<file path="src/rtl/cla_pkg.sv">
// Shared types and helpers for the nibble-serial carry-lookahead adder.
// Holds the FSM state encoding and the nibble counter width function.
package cla_pkg;

    typedef enum logic [1:0] {
        IDLE = 2'd0,
        RUN  = 2'd1,
        DONE = 2'd2
    } state_t;

    function automatic int nib_width(input int nib);
        return (nib <= 2) ? 1 : $clog2(nib);
    endfunction

endpackage

</file>
<file path="src/rtl/cla_slice4.sv">
// Combinational 4-bit carry-lookahead slice.
// Latency: zero cycles, purely combinational.
// Backpressure: none, it has no handshake.
module cla_slice4 (
    input  logic [3:0] a,
    input  logic [3:0] b,
    input  logic       ci,
    output logic [3:0] s,
    output logic       c3,
    output logic       c4
);

    logic [3:0] p;
    logic [3:0] g;
    logic       c1;
    logic       c2;

    assign p = a ^ b;
    assign g = a & b;

    // Every carry is flattened to a two-level form rather than rippled.
    assign c1 = g[0] | (p[0] & ci);
    assign c2 = g[1] | (p[1] & g[0]) | (p[1] & p[0] & ci);
    assign c3 = g[2] | (p[2] & g[1]) | (p[2] & p[1] & g[0])
              | (p[2] & p[1] & p[0] & ci);
    assign c4 = g[3] | (p[3] & g[2]) | (p[3] & p[2] & g[1])
              | (p[3] & p[2] & p[1] & g[0]) | (p[3] & p[2] & p[1] & p[0] & ci);

    assign s = p ^ {c3, c2, c1, ci};

endmodule

</file>
<file path="src/rtl/cla_seq_adder.sv">
// W-bit add/subtract that runs one 4-bit lookahead slice over NIB cycles.
// Latency: accept in cycle 0, result valid from cycle NIB+1.
// Backpressure: result is held in DONE until res_ready; start_ready only in IDLE.
module cla_seq_adder
    import cla_pkg::*;
#(
    parameter int W = 16
) (
    input  logic         clk,
    input  logic         rst_n,
    input  logic         start_valid,
    output logic         start_ready,
    input  logic [W-1:0] a,
    input  logic [W-1:0] b,
    input  logic         cin,
    input  logic         sub,
    output logic         res_valid,
    input  logic         res_ready,
    output logic [W-1:0] sum,
    output logic         cout,
    output logic         ovf
);

    localparam int NIB = W / 4;
    localparam int CW  = nib_width(NIB);

    state_t        state;
    state_t        state_nxt;
    logic [W-1:0]  a_q;
    logic [W-1:0]  b_q;
    logic          carry_q;
    logic [CW-1:0] cnt;
    logic          last;
    logic [3:0]    a_nib;
    logic [3:0]    b_nib;
    logic [3:0]    slice_s;
    logic          slice_c3;
    logic          slice_c4;

    assign start_ready = (state == IDLE);
    assign res_valid   = (state == DONE);
    assign last        = (cnt == CW'(NIB - 1));

    always_comb begin
        a_nib = '0;
        b_nib = '0;
        for (int k = 0; k < NIB; k++) begin
            if (cnt == CW'(k)) begin
                a_nib = a_q[4*k +: 4];
                b_nib = b_q[4*k +: 4];
            end
        end
    end

    cla_slice4 u_slice (
        .a  (a_nib),
        .b  (b_nib),
        .ci (carry_q),
        .s  (slice_s),
        .c3 (slice_c3),
        .c4 (slice_c4)
    );

    always_ff @(posedge clk or negedge rst_n) begin
        if (!rst_n) begin
            state <= IDLE;
        end else begin
            state <= state_nxt;
        end
    end

    always_comb begin
        state_nxt = state;
        case (state)
            IDLE:    if (start_valid) state_nxt = RUN;
            RUN:     if (last)        state_nxt = DONE;
            DONE:    if (res_ready)   state_nxt = IDLE;
            default:                  state_nxt = IDLE;
        endcase
    end

    always_ff @(posedge clk or negedge rst_n) begin
        if (!rst_n) begin
            a_q     <= '0;
            b_q     <= '0;
            carry_q <= 1'b0;
            cnt     <= '0;
            sum     <= '0;
            cout    <= 1'b0;
            ovf     <= 1'b0;
        end else begin
            case (state)
                IDLE: begin
                    if (start_valid) begin
                        // Subtraction is a + ~b + 1, so invert once at capture.
                        a_q     <= a;
                        b_q     <= sub ? ~b : b;
                        carry_q <= sub | cin;
                        cnt     <= '0;
                    end
                end
                RUN: begin
                    for (int k = 0; k < NIB; k++) begin
                        if (cnt == CW'(k)) sum[4*k +: 4] <= slice_s;
                    end
                    carry_q <= slice_c4;
                    if (last) begin
                        cout <= slice_c4;
                        ovf  <= slice_c3 ^ slice_c4;
                    end else begin
                        cnt <= cnt + 1'b1;
                    end
                end
                default: ;
            endcase
        end
    end

endmodule

</file>
<file path="config.mk">
export PLATFORM = sky130hd
export DESIGN_NAME = cla_seq_adder
export DESIGN_NICKNAME = d
export VERILOG_FILES = /design/src/rtl/cla_pkg.sv /design/src/rtl/cla_slice4.sv /design/src/rtl/cla_seq_adder.sv
export SDC_FILE = /design/constraint.sdc
export NUM_CORES = 1
export LEC_CHECK = 0
export CAP_MARGIN = 20
export CORE_ASPECT_RATIO = 1.1
export CORE_MARGIN = 2
export CORE_UTILIZATION = 55
export DETAILED_ROUTE_END_ITERATION = 6
export PLACE_DENSITY = 0.85
export SYNTH_ARGS = -nofsm -noshare
export SYNTH_HDL_FRONTEND = slang
export SYNTH_SLANG_ARGS = --single-unit
</file>
<file path="constraint.sdc">
create_clock -name clk -period 5.13 [get_ports clk]
set_input_delay 1.539 -clock clk [delete_from_list [all_inputs] [get_ports clk]]
set_output_delay 1.539 -clock clk [all_outputs]
set_load 0.05 [all_outputs]
</file>
==> results.yml <==
die:
  die_w_um: 71.3
  start_util: 0.581
  die_h_um: 78.0
  rows: 26
  fp.dieArea_mm2: 0.00557
  pin_count: 58
  core_area_mm2: 0.00472
synthesis:
  syn_avg_cell_area_um2: 10.5
  synth_fp_nets: 307
  yosysTopAreaCellShare: 0.502
  ys_ff_latch: 55
  synthTopCellsByArea: "dfrtp_1 50%, mux2_4 8.8%, a21oi_1 6.6%, xnor2_1 5.4%, nand2_1 4.8%"
  yosys_warnings: 0
  synthCells: 260
  async_flop_share: 1.00
  yosys.area.top_type: "dfrtp_1"
  ys_seq_area_frac: 0.502
  synth_ff_type: "dfrtp_1"
  synth.distinct_cells: 29
  synthesis.area_mm2: 0.00274
  synth_edf_count: 0
sta:
  timing.fmax_ghz: 0.301
  fin_ws_ns: 1.80
  drv_slew: 0
  max_slew_margin: 0.422
  tightest_slew_ns: 0.864
  setup_violations: 0
  hold_viol: 0
  min_period_over_period: 0.649
  min_period_ns: 3.33
  rsz0062_at_grt: "no"
  setup_tns_ns: 0
  finClkSkew_ns: 0.0106
global_route:
  antenna_found_initial: 0
  grt_max_degree: 56
  grt_pass1_vias: 1996
  grt_pass1_wl_um: 9240
  grt_overflow: 0
  grt_usage: 0.212
placed_design:
  dp_hpwl_um: 3830
  gp_congestion: 0.727
  io_buffers: 57
  pre_cts_ws_ns: 1.87
  place_area_mm2: 0.00328
cts:
  cts_tree: "done"
  htreeDepth: 2
  cts_buffer_depth: 2
  cts_sinks: 55
  cts-root-buf: "clkbuf_8"
  clkLatencyLatePin_ns: 0.32
  postCtsSetupRepairBufs: 0
  ctsHoldBuffers: 0
  cts_resized: 0
  cts_made_buffers: 5
  clkTransAtPathRegs_ns: 0.10
finish:
  diodes: 0
  final_nets: 358
  final_layout_size_suffix_gt1_frac: 0.106
  final_common_cell: "clkdlybuf4s50_1"
  most-common-layout-cells: "56 x clkdlybuf4s50_1, 55 x dfrtp_1, 36 x a21oi_1"
  final_core_util: 0.724
  area_delta_synth_final_pct: 24.6
  fin_area_mm2: 0.00342
route:
  detail_route.vias_per_cell: 5.45
  drt_first_pass_iters: 4
  wl_um: 5490
  drt-initial-drc-count: 174
  ant_nets: 0
  drc: 0
  vias: 2007
  avgRoutedWirePerCell_um: 14.9
power_and_ir_drop:
  powerDensity_mw_per_mm2: 761
  vdd_ir_drop_max_uv: 353
  p_leak_nw: 1.46
  clkPwrFrac: 0.129
  pwr-share-seq: 0.302
  combPwrFrac: 0.569
  p_int_mw: 1.44
  p_switching_mw: 1.16
  switching_share: 0.445
critical_path:
  path_max_fanout: 7
  critPathCaptureType: "output port"
  cp_data_arrival_time_ns: 1.79
  cp-start-kind: "flip-flop"
  required_ns: 3.59
  path_class: "reg -> out"
run_status:
  status: "complete, no violations"
hold_path:
  hp-class: "reg -> reg"
run:
  drv_cap: 0
worst max-delay path: stages, from the launching register on:
cell and delay (ns):
dfrtp_1 0.45, nand2b_1 0.18, inv_1 0.05, clkdlybuf4s50_1 0.79
per-stage QoR:
| stage | power (mW) | std cells | hold WS [ns] |
|---|---|---|---|
| CTS | 2.61 | 368 | 0.491 |
| global route | 2.79 | 368 | 0.507 |
| global placement | 2.21 | 360 | 0.461 |
| detailed placement | 2.26 | 360 | 0.470 |
| finish | 2.60 | 368 | 0.483 |
| floorplan | 1.87 | 260 | 0.482 |
worst paths after layout:
check	startpoint	end	slack, ns	cells past startpoint
hold reg to reg	sum[2]$_DFFE_PN0P_	sum[2]$_DFFE_PN0P_	0.48	2
max in group asynchronous	rst_n	a_q[10]$_DFFE_PN0P_	3.33	2
setup / recovery	state[0]$_DFFE_PN0P_	res_valid	1.80	3
min in group asynchronous	rst_n	a_q[4]$_DFFE_PN0P_	1.33	2
setup reg to reg	cnt[1]$_DFFE_PN0P_	sum[15]$_DFFE_PN0P_	1.96	11
hold / removal	sum[2]$_DFFE_PN0P_	sum[2]$_DFFE_PN0P_	0.48	2
cell families (layout without fill, tap and decap cells):
family	after synthesis	count (layout)	synth area share
buf+inv	18	70	0.0420
flops	55	55	0.502
xor+xnor	19	19	0.0607
simple gates	74	74	0.122
mux	20	20	0.104
fa+ha+maj	9	9	0.0438
compound gates	65	65	0.125
power groups by stage:
stage	Sequential (mW)	Clock [mW]	Combinational, mW
2_1_floorplan	0.986	0	0.886
3_3_place_gp	0.782	0	1.43
3_5_place_dp	0.792	0	1.47
4_1_cts	0.786	0.336	1.49
5_1_grt	0.814	0.354	1.62
6_report	0.786	0.336	1.48
cell usage after synthesis (all sizes together), types with 2 or more instances:
library cell / instances
xor2: 2
ha: 8
nand3b: 8
dfrtp: 55
nand2: 35
and2: 2
buf: 10
o21ai: 24
a21oi: 37
inv: 4
nand2b: 2
nor2: 24
mux2: 20
xnor2: 17
clkbuf: 4
state kept, by name (all words and copies together) (netlist names):
register,count
a_q,16
b_q,16
sum,16
ovf,1
cout,1
cnt,2
carry_q,1
state,2
area by class of cell:
class,instances,area [µm²]
fill,375,1300
clock inverter,2,60.1
tap,56,70.1
sequential,55,1380
inverter,4,15.0
timing repair buffer,58,573
multi-input combinational,187,1250
clock buffer,6,72.6
routing by layer:
metal	wire length [µm]	vias up	track usage
met5	0	-	0
met4	70	0	0.0453
met3	249	10	0.0424
met2	2780	63	0.368
met1	2390	960	0.275
li1	-	974	-
Note: power is estimated with default switching activity, not from simulation.
